**src/rtl/noise_synth_pkg.sv**
```systemverilog
// Shared constants, frame type and duty mapping for the noise synth voice blocks.
package noise_synth_pkg;

    localparam logic [3:0] ADDR_VOLUME    = 4'd0;
    localparam logic [3:0] ADDR_DECAY     = 4'd1;
    localparam logic [3:0] ADDR_CTRL      = 4'd2;
    localparam int         CTRL_TRIG_BIT  = 0;
    localparam int         CTRL_MUTE_BIT  = 1;
    localparam logic [7:0] DUTY_MID       = 8'd128;
    localparam int         SPI_FRAME_BITS = 16;

    typedef struct packed {
        logic [3:0] addr;
        logic [7:0] data;
    } spi_frame_t;

    // Half the level swings the duty either side of mid-scale: 1..255.
    function automatic logic [7:0] calc_duty(input logic [7:0] level,
                                             input logic       mute,
                                             input logic       noise);
        logic [7:0] h;
        logic [7:0] duty;
        h = {1'b0, level[7:1]};
        if (mute || level == 8'd0)
            duty = DUTY_MID;
        else if (noise)
            duty = DUTY_MID + h;
        else
            duty = DUTY_MID - h;
        return duty;
    endfunction

endpackage

```
**src/rtl/noise_env_dac_spi_frame_rx.sv**
```systemverilog
// SPI mode-0 16-bit frame receiver: synchronisers, shifter, one-cycle frame strobe.
module spi_frame_rx
    import noise_synth_pkg::*;
(
    input  logic       clk,
    input  logic       rst_n,
    input  logic       spi_clock,
    input  logic       spi_data,
    input  logic       spi_cs,
    output logic       frame_valid,
    output spi_frame_t frame
);

    localparam logic [4:0] FRAME_CNT = 5'(SPI_FRAME_BITS);

    logic [2:0]                sck_sync_reg;
    logic [2:0]                cs_sync_reg;
    logic [1:0]                mosi_sync_reg;
    logic [SPI_FRAME_BITS-1:0] shift_reg;
    logic [4:0]                bit_cnt_reg;
    logic                      frame_valid_reg;
    spi_frame_t                frame_reg;
    logic                      sck_rise;
    logic                      cs_high;
    logic                      cs_rise;

    assign sck_rise = sck_sync_reg[1] & ~sck_sync_reg[2];
    assign cs_high  = cs_sync_reg[1];
    assign cs_rise  = cs_sync_reg[1] & ~cs_sync_reg[2];

    always_ff @(posedge clk or negedge rst_n) begin
        if (!rst_n) begin
            sck_sync_reg    <= 3'b000;
            cs_sync_reg     <= 3'b111;
            mosi_sync_reg   <= 2'b00;
            shift_reg       <= '0;
            bit_cnt_reg     <= '0;
            frame_valid_reg <= 1'b0;
            frame_reg       <= '0;
        end else begin
            sck_sync_reg  <= {sck_sync_reg[1:0], spi_clock};
            cs_sync_reg   <= {cs_sync_reg[1:0], spi_cs};
            mosi_sync_reg <= {mosi_sync_reg[0], spi_data};

            if (cs_high) begin
                bit_cnt_reg <= '0;
            end else if (sck_rise) begin
                shift_reg <= {shift_reg[SPI_FRAME_BITS-2:0], mosi_sync_reg[1]};
                // Saturate so over-long frames can never alias back to 16.
                if (bit_cnt_reg != 5'd31)
                    bit_cnt_reg <= bit_cnt_reg + 5'd1;
            end

            frame_valid_reg <= cs_rise && (bit_cnt_reg == FRAME_CNT);
            if (cs_rise) begin
                frame_reg.addr <= shift_reg[15:12];
                frame_reg.data <= shift_reg[7:0];
            end
        end
    end

    assign frame_valid = frame_valid_reg;
    assign frame       = frame_reg;

endmodule

```
**src/rtl/noise_env_dac.sv**
```systemverilog
// Noise volume/decay envelope feeding an 8-bit PWM output; define
// NOISE_ENV_SIGMA_DELTA_EN to use a first-order sigma-delta output instead.
module noise_env_dac
    import noise_synth_pkg::*;
#(
    parameter int DECAY_PRESCALE = 256,
    parameter int NOISE_SYNC     = 0
) (
    input  logic sys_clk,
    input  logic sys_rst_n,
    input  logic noise_in,
    input  logic spi_clock,
    input  logic spi_data,
    input  logic spi_cs,
    output logic audio_out,
    output logic env_active
);

    localparam int            PW         = $clog2(DECAY_PRESCALE);
    localparam logic [PW-1:0] PRESC_LAST = PW'(DECAY_PRESCALE - 1);

    logic          frame_valid;
    spi_frame_t    frame;
    logic          noise_s;
    logic          tick;
    logic [7:0]    volume_reg;
    logic [7:0]    decay_reg;
    logic          mute_reg;
    logic [7:0]    level_reg;
    logic [7:0]    duty_latch_reg;
    logic [7:0]    pwm_cnt_reg;
    logic [PW-1:0] presc_reg;
    logic [7:0]    decay_cnt_reg;
    logic          env_active_reg;
    logic          audio_out_reg;

    spi_frame_rx u_spi_rx (
        .clk         (sys_clk),
        .rst_n       (sys_rst_n),
        .spi_clock   (spi_clock),
        .spi_data    (spi_data),
        .spi_cs      (spi_cs),
        .frame_valid (frame_valid),
        .frame       (frame)
    );

    generate
        if (NOISE_SYNC != 0) begin : gen_noise_sync
            logic [1:0] noise_sync_reg;
            always_ff @(posedge sys_clk or negedge sys_rst_n) begin
                if (!sys_rst_n)
                    noise_sync_reg <= 2'b00;
                else
                    noise_sync_reg <= {noise_sync_reg[0], noise_in};
            end
            assign noise_s = noise_sync_reg[1];
        end else begin : gen_noise_direct
            assign noise_s = noise_in;
        end
    endgenerate

    assign tick = (presc_reg == PRESC_LAST);

    always_ff @(posedge sys_clk or negedge sys_rst_n) begin
        if (!sys_rst_n) begin
            volume_reg     <= DUTY_MID;
            decay_reg      <= 8'd0;
            mute_reg       <= 1'b0;
            level_reg      <= 8'd0;
            duty_latch_reg <= DUTY_MID;
            pwm_cnt_reg    <= 8'd0;
            presc_reg      <= '0;
            decay_cnt_reg  <= 8'd0;
            env_active_reg <= 1'b0;
        end else begin
            pwm_cnt_reg    <= pwm_cnt_reg + 8'd1;
            presc_reg      <= tick ? '0 : presc_reg + 1'b1;
            env_active_reg <= (level_reg != 8'd0);

            // A committed frame takes priority; any coincident decay tick is lost.
            if (frame_valid) begin
                case (frame.addr)
                    ADDR_VOLUME: volume_reg <= frame.data;
                    ADDR_DECAY:  decay_reg  <= frame.data;
                    ADDR_CTRL: begin
                        mute_reg <= frame.data[CTRL_MUTE_BIT];
                        if (frame.data[CTRL_TRIG_BIT]) begin
                            level_reg     <= volume_reg;
                            decay_cnt_reg <= 8'd0;
                            presc_reg     <= '0;
                        end
                    end
                    default: ;
                endcase
            end else if (tick && decay_reg != 8'd0) begin
                if (decay_cnt_reg + 8'd1 == decay_reg) begin
                    decay_cnt_reg <= 8'd0;
                    if (level_reg != 8'd0)
                        level_reg <= level_reg - 8'd1;
                end else begin
                    decay_cnt_reg <= decay_cnt_reg + 8'd1;
                end
            end

            // Only update the duty at the period boundary so a period is never split.
            if (pwm_cnt_reg == 8'hFF)
                duty_latch_reg <= calc_duty(level_reg, mute_reg, noise_s);
        end
    end

`ifdef NOISE_ENV_SIGMA_DELTA_EN
    logic [8:0] acc_reg;

    always_ff @(posedge sys_clk or negedge sys_rst_n) begin
        if (!sys_rst_n) begin
            acc_reg       <= 9'd0;
            audio_out_reg <= 1'b0;
        end else begin
            acc_reg       <= {1'b0, acc_reg[7:0]} + {1'b0, duty_latch_reg};
            audio_out_reg <= acc_reg[8];
        end
    end
`else
    always_ff @(posedge sys_clk or negedge sys_rst_n) begin
        if (!sys_rst_n)
            audio_out_reg <= 1'b0;
        else
            audio_out_reg <= (pwm_cnt_reg < duty_latch_reg);
    end
`endif

    assign audio_out  = audio_out_reg;
    assign env_active = env_active_reg;

endmodule
```
**config.mk**
```make
export PLATFORM = sky130hd
export DESIGN_NAME = noise_env_dac
export DESIGN_NICKNAME = d
export VERILOG_FILES = /design/src/rtl/noise_synth_pkg.sv /design/src/rtl/noise_env_dac_spi_frame_rx.sv /design/src/rtl/noise_env_dac.sv
export SDC_FILE = /design/constraint.sdc
export NUM_CORES = 1
export LEC_CHECK = 0
export CAP_MARGIN = 25
export CORE_AREA = 3 3 91 93
export CTS_BUF_LIST = sky130_fd_sc_hd__clkbuf_4
export DETAILED_ROUTE_END_ITERATION = 7
export DIE_AREA = 0 0 94 96
export GPL_TIMING_DRIVEN = 0
export PLACE_DENSITY_LB_ADDON = 0.1
export SLEW_MARGIN = 15
export SYNTH_ARGS = -nofsm -noshare
export SYNTH_HDL_FRONTEND = slang
export SYNTH_SLANG_ARGS = --single-unit
```
**constraint.sdc**
```tcl
create_clock -name sys_clk -period 3.3 [get_ports sys_clk]
set_input_delay 0.825 -clock sys_clk [delete_from_list [all_inputs] [get_ports sys_clk]]
set_output_delay 0.825 -clock sys_clk [all_outputs]
set_load 0.005 [all_outputs]
```
==> impl_summary.txt <==
----------------------------------------------------
[Worst setup path]
  Arr. time, crit path ... approximately 2900 ps
  CP max FO ... 10
  Worst Setup Path Type ... reg2reg
  Crit. End Element ... register
  Required time at the worst-slack endpoint ... 3640 ps
  Critical Path Source Type ... register

[GRT]
  Wire length of the first global-routing pass ... between 10000 and 15000 µm
  Grt ovf ... 0
  Pin count of the biggest net entering global routing ... 54
  Global-route usage over all layers ... 20.79%
  Number of global-route vias before repair ... 3096
  Antenna violations before repair ... 0

[STA]
  Final Max Tran Viols ... 0
  Final worst-path cycle share ... 76.19%
  Setup repair after global routing missed its margin ... no
  Final setup slack of the worst path ... 785.7 ps
  Final Setup Violations ... 0
  Worst Skew ... about 19 ps
  Actual slew at the worst max-slew pin ... 662.0 ps
  Highest attainable clock frequency ... roughly 400 MHz
  Slew margin rel. ... a little under three fifths
  Final hold viol count ... 0
  Clock period minus final worst setup slack ... approximately 2500 ps

[Clock network]
  Master cell of the clock root buffer ... sky130_fd_sc_hd__clkbuf_4
  Count of clock tree sinks ... between 100 and 150
  Clock-pin slew on the worst setup and hold paths ... between 150 and 200 ps
  Worst-Skew Late Latency ... 450 ps
  Number of H-tree levels ... 3
  Max clock buf depth ... 2
  TritonCTS clock tree ... built
  Number of CTS-inserted buffers ... 9
  Post CTS Setup Buffer Count ... 0
  Total of hold buffers inserted after clock tree synthesis ... 0
  Cts repair resizes ... 0

[Yosys]
  Yosys warning total ... 0
  Cell count after synthesis ... roughly 420
  Main combinational cell family by area after synthesis ... simple AND/OR/NAND/NOR gates
  Area share of fa/ha/maj cells after synthesis ... 4.158%
  Most common cell in the netlist ... sky130_fd_sc_hd__dfrtp_1
  FFs w/ async S/R, synth ... 100.0%
  Post-synth top area share ... around 50%
  Synthesized flop and latch total ... around 100
  Mean post-synth cell area ... around 11 µm²
  Cell type contributing the most total cell area after synthesis ... sky130_fd_sc_hd__dfrtp_1
  Netlist area before placement ... slightly below 5000 µm²
  Compound-gate portion of the synthesized area ... a little over 8%
  Top post-synthesis cells by count ... 96 x sky130_fd_sc_hd__dfrtp_1, 47 x sky130_fd_sc_hd__mux2_2, 30 x sky130_fd_sc_hd__nor2_1
  Xor and xnor area share after synthesis ... under 10%
  Biggest area contributors in the synthesized netlist ... sky130_fd_sc_hd__dfrtp_1 50%, sky130_fd_sc_hd__mux2_2 11%, sky130_fd_sc_hd__ha_1 4.2%
  Count of flip-flops with a built-in enable after synthesis ... 0
  Proportion of synthesized area in mux cells ... roughly 13%
  Post-Synthesis Net Count ... 446
  Sequential area share after synthesis ... between 50% and 60%
  Most used flip-flop cell after synthesis ... sky130_fd_sc_hd__dfrtp_1
  Number of library cell types mapped by synthesis ... 50
  Post-synthesis simple-gate area fraction ... 14.50%

[Hold path]
  Worst hold path class ... in2async

[Detailed routing]
  Average routed wire per standard cell ... 15.41 µm
  Starting DRT DRC Count ... 134
  Count of TritonRoute iterations in the first routing pass ... 4
  Count of unresolved DRC violations after routing ... 0
  Vias post-DR ... roughly 3200
  Number of nets still failing antenna checks after routing ... 0
  Vias per cell ... approximately 5.8
  Post-Route WL ... 8458 µm

[Floorplanning]
  Core Box Area ... 7607 µm²
  Vert. Die Dim ... around 96 µm
  I/O pin count ... 8
  Die span in x ... 94 µm
  Count of standard-cell rows ... 32
  Starting density of the core ... a little over three fifths
  Die ar. ... approximately 9000 µm²

[Placed design]
  Dpl hpwl ... between 6000 and 7000 µm
  Routability congestion estimate from global placement ... 0.8950
  Quantity of I/O buffers inserted on ports ... 6
  Post-Place Worst Slack ... between 700 and 800 ps

[Cells and area]
  Share of post-route cells with drive strength above 1 ... between 10% and 20%
  Antenna Cells ... 0
  Final layout net count ... between 400 and 500
  Filler cell count in the final layout ... 570
  Max reg flops ... 16
  Relative area change from synthesis to final layout ... 7.276%

[Pwr]
  Pwr Density ... 419.6 nW/µm²
  Internal Dissipation ... 1593 µW
  Static leakage power ... 0.002451 µW
  Sw Share ... 26.50%
  IR drop worst, VDD ... 0.3986 mV
  Seq pwr share ... approximately two thirds
  Fraction of power consumed by the clock network ... between 20% and 30%
  Power, Total ... ~2200 µW
  Switching Power ... 574.2 µW
  Combinational cell fraction of total power ... under 10%

[Job]
  Total of max-cap violations ... 0

[Outcome]
  Run status ... finished clean

----------------------------------------------------
-- cells by family after synthesis --
| kind of cell | after synthesis |
|---|---|
| xor+xnor | 27 |
| buf+inv | 36 |
| compound gates | 58 |
| simple gates | 131 |
| mux | 55 |
| flops | 101 |
| fa+ha+maj | 16 |
-- critical path: stages (launching register included) --
cell and delay, ps:
sky130_fd_sc_hd__dfrtp_1 480, sky130_fd_sc_hd__ha_1 300, sky130_fd_sc_hd__and3_1 230, sky130_fd_sc_hd__and4_1 210
sky130_fd_sc_hd__nor4b_1 380, sky130_fd_sc_hd__nand4_1 210, sky130_fd_sc_hd__buf_2 240, sky130_fd_sc_hd__o31ai_1 240
sky130_fd_sc_hd__o211ai_1 120
-- power by group through the flow --
stage                     registers [µW]  logic (µW)  clock network [µW]
after detailed placement            1440         146                   0
after floorplan                     1400        99.9                   0
after global routing                1430         162                 689
after CTS                           1420         147                 643
after global placement              1430         134                   0
final                               1410         142                 611
-- per-layer routing --
| metal | vias up | share of wire, % | global-route usage [%] |
|---|---|---|---|
| met5 | - | 0 | 0 |
| met4 | 0 | 1.3 | 7.100 |
| met3 | 9 | 2.9 | 3.597 |
| met2 | 47 | 49 | 34.59 |
| met1 | 1565 | 47 | 27.79 |
| li1 | 1549 | - | - |
-- cells in the final DEF (no fill, tap or decap), drive strengths merged, types with 6 or more instances in the layout --
cell type and n:
nor2 30, a21oi 11, ha 16, xor2 11
and3 6, nor4b 8, mux2i 8, xnor2 16
inv 21, a31oi 7, dfrtp 96, clkbuf 23
a21o 6, o21ai 11, nor2b 7, nand2 29
mux2 47, buf 7, nand3 18, nor4 6
nor3 6
-- layout make-up --
| type | count | area [µm²] | share of cell area (%) |
|---|---|---|---|
| tap | 102 | 127.6 | 2.471 |
| clock buffer | 9 | 67.56 | 1.308 |
| clock inverter | 7 | 66.31 | 1.284 |
| timing repair buffer | 7 | 88.84 | 1.720 |
| sequential | 101 | 2534 | 49.06 |
| multi-input combinational | 287 | 2133 | 41.30 |
| buffer | 19 | 83.83 | 1.623 |
| inverter | 17 | 63.81 | 1.235 |
-- per-stage QoR --
stage | area (µm²) | utilization, % | TNS, ps | instances | hold slack (ps)
finish | 5165 | 67.89 | 0 | 549 | 291.7
global route | 5165 | 67.89 | 0 | 549 | 285.3
CTS | 5165 | 67.89 | 0 | 549 | 283.8
detailed placement | 5031 | 66.13 | 0 | 533 | 334.7
global placement | 5002 | 65.76 | -220210 | 532 | 333.0
floorplan | 4815 | - | 0 | 424 | 331.2
-- final timing paths --
check                                         start                       end  slack (ps)  depth (start not counted)
setup / recovery                   decay_cnt_reg[0]              level_reg[3]         790                          8
hold reg to reg            u_spi_rx.sck_sync_reg[0]  u_spi_rx.sck_sync_reg[1]         370                          0
setup reg to reg                   decay_cnt_reg[0]              level_reg[3]         790                          8
max in group asynchronous                 sys_rst_n             volume_reg[7]        2370                          2
min in group sys_clk       u_spi_rx.sck_sync_reg[0]  u_spi_rx.sck_sync_reg[1]         370                          0
hold / removal                            sys_rst_n          decay_cnt_reg[4]         290                          1
Note: power is estimated with default switching activity, not from simulation.
==> variant: new RTL, config.mk and constraints unchanged <==
The parameter `DECAY_PRESCALE` goes from 256 to 128.
--- a/src/rtl/noise_env_dac.sv
+++ b/src/rtl/noise_env_dac.sv
@@ -5,3 +5,3 @@
 #(
-    parameter int DECAY_PRESCALE = 256,
+    parameter int DECAY_PRESCALE = 128,
     parameter int NOISE_SYNC     = 0
Function: same outputs for any inputs over 10 cycles, from zero or initial values and one cycle with sys_rst_n low; that may be too few to reach the edited logic, so the function may still have changed.
==> variant against the unedited design <==
Global-route usage is 0.071 points higher. Sequential cell count down 1. Wire length shrank 0.38%. Power is 5.0% higher. Design area is 1.5% lower. Worst setup slack better by 0.046 ns. Sequential share of layout area up 0.27 points. Non-clock buffer count is 3 lower. Count of clock-buffer cells in the layout is 2 higher. Synthesized area shrank 2.3%. Critical endpoint is now level_reg[2].
==> variant: results (changes against the unedited design) <==
- CTS-repair resized insts: 0 (unchanged)
- Total number of nets in the final design: 456 (-1.7%)
- Routing usage on met1: 29.9% (+2.1 points)
- Share of power burned in the clock network: 32.2% (+4.0 points)
- Clock input transition at the sequential cells of the worst setup and hold paths: 0.16 ns (about the same)
- Placement Cell Area: 4920 um^2 (-2.2%)
- Placed wire-length estimate: 6030 um (-3.4%)
- Minimum setup slack among reg-to-reg paths: 0.83 ns (+0.05 ns)
- Cell at the slowest stage of the critical path: sky130_fd_sc_hd__a31oi_2
- Worst reg2reg path depth: 8 (unchanged)
- Total via count in the routed design: 3050 (-3.8%)
- Synthesized instance count: 416 (-1.9%)
- Endpoint of the most critical register-to-register path: level_reg[2]
- Post-Route WL: 8430 um (-0.38%)
- Data arrival at the endpoint of the critical path: 2.80 ns (-0.05 ns)
- Commonest cells in the netlist: 95 x sky130_fd_sc_hd__dfrtp_1, 45 x sky130_fd_sc_hd__mux2_2, 34 x sky130_fd_sc_hd__nor2_1
- Sequential-to-total area share from yosys stat: 53.3% (+0.71 points)
- Start of the worst register-to-register path: u_spi_rx.frame_valid
- Relative max-transition margin: 58.5% (+2.8 points)
- Status: finished, final reports clean
- Placer's final routability congestion estimate: 0.851 (-4.9%)
- Crit-path max cell delay: 0.43 ns (-0.05 ns)
- Switching share of power: 23.8% (-2.7 points)
- Fin Clk Skew: 0.0205 ns (+0.00181 ns)
- Buffers added on ports: 6 (unchanged)
- Net count after synthesis: 438 (-1.8%)
- Yosys cell types: 48 (-4.0%)
- Ranking of synthesized cells by area: sky130_fd_sc_hd__dfrtp_1 51%, sky130_fd_sc_hd__mux2_2 11%, sky130_fd_sc_hd__ha_1 4.3%, sky130_fd_sc_hd__xnor2_1 3.0%, sky130_fd_sc_hd__dfstp_2 2.8%
- GR met3 Demand/Resource: 3.21% (-0.39 points)
- Global routing usage summed across all routing layers: 20.9% (+0.071 points)
- Fraction of met2 tracks used by global routing: 32.2% (-2.4 points)
- DRT iter0 DRCs: 170 (+27%)
- Maximum number of pins on one net before global-route repair: 66 (+22%)
- Combinational group share of total power: 6.3% (-0.3 points)
- Number of buffers inserted during clock tree synthesis: 9 (unchanged)
- Worst voltage drop across the vdd grid: 0.342 mV (-14%)
- Number of instances in the placed design: 525 (-1.5%)
- Static Leak: 0.00245 uW (+0.14%)
- Hold/Removal Path Class: in2async
- Count of H-tree levels built during CTS: 3 (unchanged)
- Routed wire per std cell: 15.6 um (+1.1%)
- Number of global-route vias before repair: 2998 (-3.2%)
- Global-route wire length before repair: 14600 um (-0.28%)
- Post-synthesis async set-or-reset flop share: 100% (unchanged)
- Fraction of layout instances using a drive strength above 1: 18.2% (+0.55 points)
[variant: routing by layer]
| metal | vias to the layer above | routed length, um |
|---|---|---|
| met2 | 58 | 3910 |
| li1 | 1508 | - |
| met1 | 1477 | 4040 |
| met4 | 0 | 78 |
| met5 | - | 0 |
| met3 | 7 | 399 |
[variant: cell families after synthesis]
group	synth area share [%]
compound gates	8.09
simple gates	13.9
fa+ha+maj	4.26
mux	12.1
buf+inv	3.33
flops	53.3
xor+xnor	5.03
[variant: through the flow]
| step | TNS [ns] | power [uW] | setup WS (ns) | hold slack [ns] | utilization (%) |
|---|---|---|---|---|---|
| 2_1_floorplan | 0 | 1490 | 1.16 | 0.331 | - |
| 3_3_place_gp | -214.74 | 1550 | -2.21 | 0.332 | 64.3 |
| 3_5_place_dp | 0 | 1580 | 0.884 | 0.340 | 64.7 |
| 4_1_cts | 0 | 2300 | 0.854 | 0.237 | 66.9 |
| 5_1_grt | 0 | 2380 | 0.618 | 0.240 | 66.9 |
| 6_report | 0 | 2280 | 0.832 | 0.248 | 66.9 |
[variant: area by class of cell]
class,count,area (um^2)
Fill cell,591,2520
Sequential cell,100,2510
Multi-Input combinational cell,281,2040
Tap cell,102,128
Timing Repair Buffer,7,88.8
Buffer,16,85.1
Clock inverter,5,83.8
Clock buffer,11,82.6
Inverter,19,71.3
[variant: worst max-delay path by stage]
stage,startpoint,endpoint,slack (ns),cells after the start
after floorplan,decay_cnt_reg[0],level_reg[5],1.16,9
after global placement,sys_rst_n,u_spi_rx.sck_sync_reg[2],-2.21,1
after detailed placement,decay_cnt_reg[0],decay_cnt_reg[0],0.88,9
after CTS,decay_cnt_reg[0],decay_cnt_reg[0],0.85,9
after global routing,decay_cnt_reg[0],decay_cnt_reg[0],0.62,9
final,u_spi_rx.frame_valid,level_reg[2],0.83,8
